--- config.mk ---
export PLATFORM = sky130hd
export DESIGN_NAME = bin2bcd_seq_ctrl
export DESIGN_NICKNAME = d
export VERILOG_FILES = /design/src/rtl/bin2bcd_seq_ctrl.sv
export SDC_FILE = /design/constraint.sdc
export NUM_CORES = 1
export LEC_CHECK = 0
export ABC_AREA = 0
export BUFFER_PORTS_ARGS = -buffer_cell sky130_fd_sc_hd__buf_2
export CORE_UTILIZATION = 35
export CTS_CLUSTER_DIAMETER = 200
export CTS_CLUSTER_SIZE = 30
export DETAILED_ROUTE_END_ITERATION = 8
export GPL_TIMING_DRIVEN = 0
export PLACE_DENSITY = 0.56
export REMOVE_ABC_BUFFERS = 1
export SLEW_MARGIN = 20
export SYNTH_ARGS = -nofsm -noshare
export SYNTH_HDL_FRONTEND = slang
export SYNTH_SLANG_ARGS = --single-unit
--- constraint.sdc ---
create_clock -name clk -period 2.7 [get_ports clk]
set_input_delay 0.81 -clock clk [delete_from_list [all_inputs] [get_ports clk]]
set_output_delay 0.81 -clock clk [all_outputs]
set_load 0.1 [all_outputs]
--- src/rtl/bin2bcd_seq_ctrl.sv ---
// rtl/bin2bcd_seq_ctrl.sv - Sequential double-dabble binary-to-BCD converter with valid/ready handshakes
// Optional macro BCD_SATURATE_EN: force all-nines BCD output when the input overflows.
module bin2bcd_seq_ctrl #(
    parameter int BIN_W  = 14,
    parameter int DIGITS = 4,
    parameter int CNT_W  = 4
) (
    input  logic                  clk,
    input  logic                  rst,
    input  logic [BIN_W-1:0]      bin,
    input  logic                  in_valid,
    output logic                  in_ready,
    output logic [4*DIGITS-1:0]   bcd,
    output logic                  ovf,
    output logic                  out_valid,
    input  logic                  out_ready
);
    localparam int          BCD_W   = 4 * DIGITS;
    localparam int          SR_W    = BCD_W + BIN_W;
    localparam logic [31:0] MAX_VAL = 32'(10 ** DIGITS - 1);

    typedef enum logic [1:0] {IDLE, SHIFT, DONE} state_t;

    state_t             state, state_next;
    logic [CNT_W-1:0]   cnt;
    logic [BCD_W-1:0]   bcd_acc, bcd_adj, bcd_r;
    logic [BIN_W-1:0]   bin_acc;
    logic [SR_W-1:0]    sr_next;
    logic               ovf_r, ovf_out;
    logic               last;

    always_comb begin
        bcd_adj = bcd_acc;
        for (int i = 0; i < DIGITS; i++) begin
            if (bcd_acc[4*i +: 4] >= 4'd5)
                bcd_adj[4*i +: 4] = bcd_acc[4*i +: 4] + 4'd3;
        end
        // The top bit of bcd_adj falls off here, keeping the result exact modulo 10^DIGITS.
        sr_next = {bcd_adj, bin_acc} << 1;
        last    = (cnt == CNT_W'(BIN_W - 1));
    end

    always_comb begin
        state_next = state;
        case (state)
            IDLE:    if (in_valid) state_next = SHIFT;
            SHIFT:   if (last) state_next = DONE;
            DONE:    if (out_ready) state_next = IDLE;
            default: state_next = IDLE;
        endcase
    end

    always_ff @(posedge clk) begin
        if (rst) state <= IDLE;
        else     state <= state_next;
    end

    always_ff @(posedge clk) begin
        if (rst) begin
            cnt     <= '0;
            bcd_acc <= '0;
            bin_acc <= '0;
            ovf_r   <= 1'b0;
            bcd_r   <= '0;
            ovf_out <= 1'b0;
        end else begin
            case (state)
                IDLE: begin
                    if (in_valid) begin
                        bcd_acc <= '0;
                        bin_acc <= bin;
                        ovf_r   <= (32'(bin) > MAX_VAL);
                        cnt     <= '0;
                    end
                end
                SHIFT: begin
                    bcd_acc <= sr_next[SR_W-1:BIN_W];
                    bin_acc <= sr_next[BIN_W-1:0];
                    cnt     <= cnt + CNT_W'(1);
                    if (last) begin
`ifdef BCD_SATURATE_EN
                        bcd_r <= ovf_r ? {DIGITS{4'h9}} : sr_next[SR_W-1:BIN_W];
`else
                        bcd_r <= sr_next[SR_W-1:BIN_W];
`endif
                        ovf_out <= ovf_r;
                    end
                end
                default: ;
            endcase
        end
    end

    assign in_ready  = (state == IDLE);
    assign out_valid = (state == DONE);
    assign bcd       = bcd_r;
    assign ovf       = ovf_out;
endmodule

==> flow_summary.ini <==
[yosys]
avgSynthCellArea_um2 = 8.59
postSynth.asyncResetShare_pct = 0
synth_compound_area_share_pct = 19.1
yosys-top-cells-area = dfxtp_1 42%, nor2_1 6.5%, a21oi_1 5.0%, ha_1 4.8%, nor3b_1 4.3%
synth_top_flop_cell = dfxtp_1
synth_top_family_by_area = simple AND/OR/NAND/NOR gates
synthXorXnorAreaFrac_pct = 1.35
yosys.area_share.simple_pct = 26.0
muxShareOfSynthArea_pct = 1.54
yosys.area_share.adder_pct = 4.82
synth_top_area_share_pct = 41.7
ys_seq_area_share_pct = 41.7
synth-edff-count = 0
yosysTopAreaCell = dfxtp_1
synth.distinct_cells = 38
synthesis.instances = 302
synth-seq-cells = 54
syn-cell-area_mm2 = 0.00259
yosys_warnings = 0

[detailed_routing]
vias_per_cell = 4.97
ant_nets = 0
drt-total-wl_mm = 5.43
drt_iter0_drc = 92
route.detailed.drc = 0
wl_per_cell_um = 12.7
vias = 2126
dr.pass1.iters = 4

[setup_path]
r2r_cells = 4
critPathMaxFanout = 17
cp.arrival_ps = 1660
cp-start-kind = flop
critPathMaxStageDelay_ps = 670
worst-setup-path-type = flop to output port
crit_path_end_kind = output port
regToRegSetupSlack_ps = 420
rr_endpoint = bcd[15]
startpoint = state[1]
rr_startpoint = state[0]
crit_chain = nor2b_1 -> buf_2
slowest_stage = dfxtp_1
required_ps = 1890

[sta]
fmax_mhz = 405
rsz0062_at_grt = no
setup_viol = 0
period_needed_ps = 2470
slew_headroom_pct = 34.6
worst_slew_pin_slew_ps = 981
finalHoldViolations = 0
drv_slew = 0
fin_crit_sh_pct = 91.5
clock_skew_ps = 2.36

[min_path]
worst_hold_startpoint = ovf_r
worstHoldEndpoint = ovf
hp-class = flop to flop
worstHoldPathCells = 2

[floorplanning]
initial_core_util_pct = 36.0
rows = 31
dieHeight_um = 88.1
die_x_um = 88.1
boundaryPins = 37
coreArea_mm2 = 0.00721
die_area_mm2 = 0.00776

[cells_and_area]
instances_no_fill = 428
syn2layout_area_growth_pct = 11.8
nets = 356
antennaDiodeCount = 0
drive_gt1_share_pct = 16.7

[placement]
dpl.hpwl_mm = 3.56
port_buffers = 36
dp.cells = 420
gp_congestion = 0.760

[clock_network]
ctsHoldBuffers = 0
numCtsBuffers = 5
ctsResizeCount = 0
clk_pin_slew_ps = 90
ctsRootBufferMaster = clkbuf_8
cts_max_level = 2
clkLatencyLatePin_ps = 300
clockBufferDepth = 2
cts_tree = built
numClockSinks = 54
cts_setup_buffers = 0

[grt]
grt_max_degree = 49
grt_antenna_before_repair = 0
grt_util_all_layers_pct = 15.1
grt_pass1_vias = 1986
grt_overflow = 0
grt_pass1_wl_mm = 9.25

[pwr]
leakagePower_nw = 1.22
p_per_area_mw_per_mm2 = 511
report.power.total_mw = 1.48
vdd_drop_max_mv = 0.194

[flow_run]
cap_violations = 0

[status]
status = finished, final reports clean
[per-stage QoR]
stage	TNS, ps	hold slack (ps)	cell area (µm²)	util [%]	setup slack, ps
after floorplan	-81.2	426	2480	-	-81.2
after global placement	0	445	2790	38.7	200
after detailed placement	0	451	2790	38.7	166
after CTS	0	465	2900	40.2	225
after global routing	0	478	2900	40.2	102
final	0	462	2900	40.2	230
[worst max-delay path: cells and delay by family (launching register included)]
family	cells	cell delay, ps
flip-flops	1	670
buffers and inverters	1	450
AND/OR/NAND/NOR	1	230
[state kept, by name, summed over array words and instances (netlist names)]
signal   flops
bcd         16
bcd_acc     16
bin_acc     14
cnt          4
ovf          1
ovf_r        1
state        2
[power by group]
group          leakage, nW  internal, mW  switching [mW]
clock               0.0575         0.259           0.257
sequential           0.439         0.819          0.0201
combinational        0.727        0.0456          0.0812
[placed cells by master, fill, tap and decap left out, types with 2 or more instances in the layout]
| cell type | count |
|---|---|
| a22o_1 | 8 |
| a311oi_1 | 6 |
| nand3b_1 | 3 |
| ha_1 | 10 |
| a21o_1 | 8 |
| buf_2 | 36 |
| nor3b_1 | 15 |
| nor2_1 | 45 |
| mux2i_1 | 4 |
| nor2b_1 | 8 |
| inv_1 | 9 |
| nand2_1 | 23 |
| a21oi_1 | 26 |
| o21ai_0 | 12 |
| nand2b_1 | 8 |
| xnor2_1 | 4 |
| nor2_2 | 2 |
| nor3_1 | 14 |
| clkbuf_8 | 8 |
| dfxtp_1 | 54 |
| nand3_1 | 6 |
| a211oi_1 | 4 |
| a211oi_2 | 3 |
[Yosys cell counts, drive strengths merged, types with 8 or more instances]
master,count
dfxtp,54
nor2,48
a21oi,27
nand2,23
nor3b,15
nor3,14
o21ai,13
buf,11
ha,10
inv,9
nand2b,9
a21o,8
a22o,8
nor2b,8
[final cells by class]
| cell class | count | area, µm² |
|---|---|---|
| tap | 99 | 124 |
| multi-input combinational | 222 | 1370 |
| timing repair buffer | 36 | 180 |
| clock buffer | 8 | 110 |
| inverter | 9 | 33.8 |
| fill | 781 | 4320 |
| sequential | 54 | 1080 |
[kinds of logic after synthesis]
group / after synthesis
multiplexers: 4
AND/OR/NAND/NOR: 131
flip-flops: 54
buffers and inverters: 26
XOR/XNOR: 4
adder cells (fa/ha/maj): 10
AO/OA/AOI/OAI: 73
[layer usage]
| layer | part of all wire (%) | GRT usage (%) | up-vias |
|---|---|---|---|
| met5 | 0 | 0 | - |
| met4 | 1.3 | 3.96 | 0 |
| met3 | 2.1 | 3.11 | 6 |
| met2 | 47 | 25.7 | 21 |
| met1 | 49 | 19.6 | 1000 |
| li1 | - | - | 1099 |
[worst max path at each step]
| stage | endpoint | slack [ps] | depth (start not counted) |
|---|---|---|---|
| floorplan | out_valid | -80 | 1 |
| global placement | bcd_acc[1] | 200 | 3 |
| detailed placement | bcd_acc[5] | 170 | 3 |
| CTS | out_valid | 220 | 2 |
| global route | out_valid | 100 | 2 |
| finish | out_valid | 230 | 2 |
Power figures use the tool's default switching activity.
